$ cat src/rtl/seg_scan_driver.sv
// rtl/seg_scan_driver.sv - time-multiplexed seven-segment scan driver
// Latches packed digit nibbles and scans them onto a common-anode display.
module seg_scan_driver #(
  parameter int DIGITS   = 4,
  parameter int CLK_DIV  = 1000,
  parameter int HEX_MODE = 0
) (
  input  logic                  clk,
  input  logic                  rst,
  input  logic                  on,
  input  logic                  en,
  input  logic                  set,
  input  logic                  blank_lz,
  input  logic [4*DIGITS-1:0]   data,
  output logic [6:0]            seg,
  output logic [DIGITS-1:0]     an,
  output logic                  frame_done
);

  localparam int IW = (DIGITS > 1) ? $clog2(DIGITS) : 1;
  localparam int PW = $clog2(CLK_DIV);
  localparam logic [PW-1:0] PRE_MAX = PW'(CLK_DIV - 1);
  localparam logic [IW-1:0] IDX_MAX = IW'(DIGITS - 1);

  localparam logic [6:0] SEG_OFF  = 7'h7F;
  localparam logic [6:0] SEG_ALL  = 7'h00;
  localparam logic [6:0] SEG_ERR  = 7'b0111111;
  localparam logic [6:0] SEG_ZERO = 7'b1000000;

  logic [4*DIGITS-1:0] shadow_q, shadow_d;
  logic [PW-1:0]       pre_q, pre_d;
  logic [IW-1:0]       idx_q, idx_d;
  logic [6:0]          seg_q, seg_d;
  logic [DIGITS-1:0]   an_q, an_d;
  logic                fd_q, fd_d;

  logic                tick;
  logic [3:0]          nib;
  logic [DIGITS-1:0]   upper_zero;
  logic                zero_run;
  logic                cur_zero;
  logic                blank_slot;
  logic [DIGITS-1:0]   an_sel;

  function automatic logic [6:0] glyph(input logic [3:0] n);
    logic [6:0] g;
    case (n)
      4'd0:    g = 7'b1000000;
      4'd1:    g = 7'b1111001;
      4'd2:    g = 7'b0100100;
      4'd3:    g = 7'b0110000;
      4'd4:    g = 7'b0011001;
      4'd5:    g = 7'b0010010;
      4'd6:    g = 7'b0000010;
      4'd7:    g = 7'b1111000;
      4'd8:    g = 7'b0000000;
      4'd9:    g = 7'b0010000;
      default: g = SEG_ERR;
    endcase
    if (HEX_MODE != 0) begin
      case (n)
        4'd10:   g = 7'b0001000;
        4'd11:   g = 7'b0000011;
        4'd12:   g = 7'b1000110;
        4'd13:   g = 7'b0100001;
        4'd14:   g = 7'b0000110;
        4'd15:   g = 7'b0001110;
        default: g = g;
      endcase
    end
    return g;
  endfunction

  // upper_zero[i] is set when nibbles i..DIGITS-1 are all zero
  always_comb begin
    zero_run   = 1'b1;
    upper_zero = '0;
    for (int i = DIGITS - 1; i >= 0; i--) begin
      zero_run      = zero_run & (shadow_q[4*i +: 4] == 4'd0);
      upper_zero[i] = zero_run;
    end
  end

  always_comb begin
    nib      = 4'd0;
    cur_zero = 1'b0;
    for (int i = 0; i < DIGITS; i++) begin
      if (idx_q == IW'(i)) begin
        nib      = shadow_q[4*i +: 4];
        cur_zero = upper_zero[i];
      end
    end
  end

  assign tick       = (pre_q == PRE_MAX);
  assign blank_slot = blank_lz && (idx_q != '0) && cur_zero;
  assign an_sel     = ~(DIGITS'(1) << idx_q);

  always_comb begin
    shadow_d = shadow_q;
    pre_d    = pre_q;
    idx_d    = idx_q;
    fd_d     = 1'b0;
    seg_d    = SEG_OFF;
    an_d     = '1;

    if (on && en) begin
      shadow_d = data;
    end

    if (!on) begin
      pre_d = '0;
      idx_d = '0;
    end else begin
      if (tick) begin
        pre_d = '0;
        idx_d = (idx_q == IDX_MAX) ? '0 : idx_q + IW'(1);
        fd_d  = (idx_q == IDX_MAX);
      end else begin
        pre_d = pre_q + PW'(1);
      end

      // outputs reflect the slot currently held in idx_q, one cycle late
      if (set) begin
        seg_d = SEG_ALL;
        an_d  = an_sel;
      end else if (blank_slot) begin
        seg_d = SEG_OFF;
        an_d  = '1;
      end else begin
        seg_d = glyph(nib);
        an_d  = an_sel;
      end
    end
  end

  always_ff @(posedge clk or negedge rst) begin
    if (!rst) begin
      shadow_q <= '0;
      pre_q    <= '0;
      idx_q    <= '0;
      seg_q    <= SEG_ZERO;
      an_q     <= ~DIGITS'(1);
      fd_q     <= 1'b0;
    end else begin
      shadow_q <= shadow_d;
      pre_q    <= pre_d;
      idx_q    <= idx_d;
      seg_q    <= seg_d;
      an_q     <= an_d;
      fd_q     <= fd_d;
    end
  end

  assign seg        = seg_q;
  assign an         = an_q;
  assign frame_done = fd_q;

endmodule

$ cat config.mk
export PLATFORM = sky130hd
export DESIGN_NAME = seg_scan_driver
export DESIGN_NICKNAME = d
export VERILOG_FILES = /design/src/rtl/seg_scan_driver.sv
export SDC_FILE = /design/constraint.sdc
export NUM_CORES = 1
export LEC_CHECK = 0
export CORE_ASPECT_RATIO = 1.2
export CORE_UTILIZATION = 30
export CTS_CLUSTER_SIZE = 25
export DETAILED_ROUTE_END_ITERATION = 12
export SYNTH_ARGS = -nofsm -noshare
export SYNTH_HDL_FRONTEND = slang
export SYNTH_SLANG_ARGS = --single-unit
$ cat constraint.sdc
create_clock -name clk -period 2.4 [get_ports clk]
set_input_delay 0.48 -clock clk [delete_from_list [all_inputs] [get_ports clk]]
set_output_delay 0.48 -clock clk [all_outputs]
set_load 0.005 [all_outputs]
## After elaboration in Yosys (flattened, before gate mapping)

Memory sizes are Yosys's and may differ from the RTL's.
Index checks and enable logic that the tools add are counted.

- Muxes and demuxes: 21
- Shift operators: 1
- Add/subtract/negate cells: 2
- Reductions and logical operators: 9
- Eq/ne operators: 5
- Bitwise gates (word level): 4

Operator list:

| operator | count |
|---|---|
| 4-bit 2-to-1 mux | 7 |
| 7-bit 2-to-1 mux | 3 |
| 10-bit 2-to-1 mux | 2 |
| 4-bit zero test | 4 |
| 10-bit by 1-bit adder with 10-bit output, second input constant | 1 |
| 10-bit equality test, second input constant | 1 |
| 1-bit 2-to-1 mux | 6 |
| 2-bit 2-to-1 mux | 3 |
| 2-bit equality test, second input constant | 2 |
| 4-bit NOT | 1 |
| 1-bit by 2-bit << shifter with 4-bit output, first input constant | 1 |
| 1-bit AND | 3 |
| 1-bit logical AND | 3 |
| 2-bit by 1-bit adder with 2-bit output, second input constant | 1 |
| 2-bit by 1-bit equality test with 1-bit output, second input constant | 1 |
| 2-bit zero test | 1 |
| 2-bit by 1-bit inequality test with 1-bit output, second input constant | 1 |
| 2-bit nonzero test | 1 |

- Register bits after elaboration: 40
- Bits in read-only memories: 112
- Logic and storage cells: 49
- Input bits: 22
- Output and inout bits: 12
- Memories kept: 1

Memories:

| name | words | bits a word | rd ports | clocked after Yosys merged registers in | write ports | line | source |
|---|---|---|---|---|---|---|---|
| (no name shown) | 16 | 7 | 1 | 0 | 0 | 47 | `case (n)` |

## Depth between registers and ports, before layout

Gate-level depths: netlist of the first run.

- Depth in word-level cells: 12
- Gate-level depth with buffers: 11
- Depth with buffers taken out: 10

## Least setup slack after synthesis of the first run

OpenSTA, ideal clock, no wires.

- Kind: reg2reg
- Start: reg idx_q[0]
- End: reg seg_q[5] (netlist: seg[5])
- Stages on the path, launching flop included: 10
- Slack: 214 ps
- Clock period less this slack: 2186 ps
- Buffers on the path: 0
- Required time: 2313 ps
- Setup time: 87 ps
- Data arrival time: 2100 ps
- Cell sequence: dfrtp_1 > inv_1 > ha_1 > nand2_1 > o211a_1 > a221oi_1 > inv_1 > ha_1 > a2111o_1 > o211ai_1

- Cells in the longest elaborated chain, start to end: 9
- Elaborated cells between the ends (all ways): 19
- Those cells by class: eq/ne (3); mux (11); reduce/logical (4); memory (1)

RTL lines:

| element | line | source |
|---|---|---|
| start, declared | 32 | `logic [IW-1:0] idx_q, idx_d;` |
| start signal, assigned | 148 | `idx_q <= idx_d;` |
| 2-bit zero test | 88 | `if (idx_q == IW'(i)) begin` |
| 4-bit 2-to-1 mux or 1-bit 2-to-1 mux (tied branches) (4 in a row) | 88 |  |
| memory 16 x 7 bit or 1-bit logical AND (tied branches) | - |  |
| 7-bit 2-to-1 mux * | 127 | `end else if (blank_slot) begin` |
| 7-bit 2-to-1 mux * | 124 | `if (set) begin` |
| 7-bit 2-to-1 mux * | 111 | `if (!on) begin` |
| net seg_d[5] | 33 | `logic [6:0] seg_q, seg_d;` |
| end signal, assigned | 149 | `seg_q <= seg_d;` |
| end, declared | 33 |  |

Mark *: on every way through the listed nets, which the timed path passes. The rest lies on a longest branch.
A chain may end at the register's enable or synchronous reset.

## Worst setup path after layout of the first run

Same ends and word-level chain as after synthesis.

==> run metrics, run 1 <==
status finished clean; YS warnings 0; Rows 32; DRT antenna net count 0; WL per Instance between 10 and 15 um; leakage power total approximately 1.1 nW; first-pass GRT wire length about 6600 um; die area between 6000 and 7000 um^2; CTS root buffer clkbuf_8; Final HPWL DP approximately 2900 um; Fin Hold WS between 200 and 300 ps; P&R area growth vs syn 26.9%; Clock Latency Late Sink between 200 and 300 ps; # IOs 34; pin count of the biggest net entering global routing 41; Post-synth top cells 36 x dfrtp_1, 16 x mux2_2, 16 x nand2_1, 15 x nor2_1, 10 x ha_1; DRC errors left 0; CP Capture Type register; die extent in x between 70 and 80 um; Post-Syn Area approximately 2000 um^2; Synth Net Count ~210; Die Y slightly above 90 um; maxcap violations 0; number of synthesized flops with an enable pin 0; CTS max path bufs 2; setup tns final 0 ps; initial antenna violation count 0; critical path peak fanout 7; GRT Overall Usage a little under an eighth; Slew headroom between 40% and 50%; Core Box Area between 6000 and 7000 um^2; sequential share of the synthesized area between 50% and 60%; Hold Path Class in2async; top cell type's share of synthesized area 45.4%; Final Util between 30% and 40%; most numerous cell in the Yosys netlist dfrtp_1; antenna cells 0; worst slew pin tran between 800 and 900 ps; Worst-path clk slew around 80 ps; register bit total from synthesis 40; post-CTS setup buffer count 0; Final period util between 90% and 100%; TritonCTS buffer count 5; Tmin final ~2200 ps; vias in the first global route around 1.4k; Yosys top cell by area dfrtp_1; drt first pass iters 4; Cell variety after synth 43; WP data required 2600 ps; H-Tree Depth 2; Final Hold Vio Count 0; PD cells 583 nW/um^2; PortBufs 33; Setup Crit Path Kind reg2reg; Starting Density a little under a third; final RePlAce weighted congestion between 0.8 and 0.9; synthesized instance count between 150 and 200; DP Area between 2000 and 2500 um^2; fin cells 301; final net count around 250; crit path DAT approximately 2400 ps; DR iter-0 viols 47; Setup crit start kind register; post-synthesis async set-or-reset flop share between 90% and 100%; pins over their slew limit 0; GRT overflow 0; Max Clock Freq ~450 MHz; layout cells sized above 1 19.0%; placed instance count 293; unrepaired setup endpoints after global routing false; vias per std cell ~4.7; Finished Cell Area 2520 um^2; Worst Slack Setup Final between 150 and 200 ps; wirelength, routed 3770 um; R2R Setup Slk around 180 ps; dpl ws 142 ps; Sink Count 40; Area contributors post-synth dfrtp_1 45%, mux2_2 9.1%, ha_1 6.3%, dfstp_2 5.3%, nand2_1 3.0%; final setup fails 0; post-route clock skew between 8 and 9 ps; via count 1408; Syn Area/Cell around 11 um^2; layout filler cell count 650; CTS tree done; maximum VDD drop 0.000266 V; Main synth FF type dfrtp_1; PnR Total Power between 1 and 1.5 mW
## where the power goes
part / switching (mW) / internal [mW] / leakage (nW)
clock network: 0.232 / 0.203 / 0.0412
registers: 0.0388 / 0.734 / 0.487
logic: 0.115 / 0.145 / 0.549
## cell usage in the layout (no fill, tap or decap), types with 4 or more instances in the layout
cell type        instances
dfrtp_1                 36
clkdlybuf4s50_1         32
nand2_1                 16
mux2_2                  16
nor2_1                  15
inv_1                    8
ha_1                     7
buf_4                    6
o21ai_0                  5
clkbuf_8                 5
xnor2_1                  4
mux2i_1                  4
dfstp_2                  4
## worst max-delay path: stages, from the launching register on
cell      delay (ps)
dfrtp_1          430
inv_1            100
ha_2             250
nor2_1           110
o211a_1          150
nor2_1           260
inv_1            140
ha_1             240
a2111o_1         360
o211ai_1          90
## cells by family after synthesis
group	synth area share [%]
adders and majority gates	6.30
muxes	11.1
buffers and inverters	3.59
and+or+nand+nor	14.5
AOI/OAI and AO/OA	10.8
DFF	50.7
xor gates and xnor gates	3.09
## what timing repair did
item	CTS	global route
gates resized for setup	0	4
hold buffers	0	0
endpoints found under the setup margin	0	5
## flip-flops by register name (all words and copies together), names as in the netlist
| name | count |
|---|---|
| an | 4 |
| seg | 7 |
| idx_q | 2 |
| pre_q | 10 |
| frame_done | 1 |
| shadow_q | 16 |
## final cells by class
cell class	instances	area (um^2)	area share, %
flip-flops and latches	40	1010	39.9
multi-input cells	121	922	36.6
repair buffers	39	370	14.7
well taps	85	106	4.22
clock buffers	6	72.6	2.88
inverters	8	30.0	1.19
clock inverters	2	12.5	0.497
## worst paths after layout
| kind | to | from | cells past startpoint |
|---|---|---|---|
| worst min-delay path | frame_done | rst | 1 |
| max in group asynchronous | shadow_q[10] | rst | 1 |
| min in group clk | pre_q[0] | pre_q[0] | 1 |
| worst max-delay path | seg[5] | idx_q[0] | 9 |
| worst max register to register | seg[5] | idx_q[0] | 9 |
| worst min register to register | pre_q[0] | pre_q[0] | 1 |
## layer usage
| metal | up-vias | global-route usage, % | share of wire, % |
|---|---|---|---|
| li1 | 695 | - | - |
| met1 | 679 | 14.7 | 46 |
| met2 | 28 | 20.0 | 49 |
| met3 | 6 | 3.02 | 3.6 |
| met4 | 0 | 4.33 | 1.4 |
| met5 | - | 0 | 0 |
(Power assumes the default switching activity.)
==> inputs of run 2 (changes only) <==
GPL_ROUTABILITY_DRIVEN = 0   (was unset)
==> results of run 2 <==
Same layout as run 1: the final DEF is identical, and so are final timing and power.
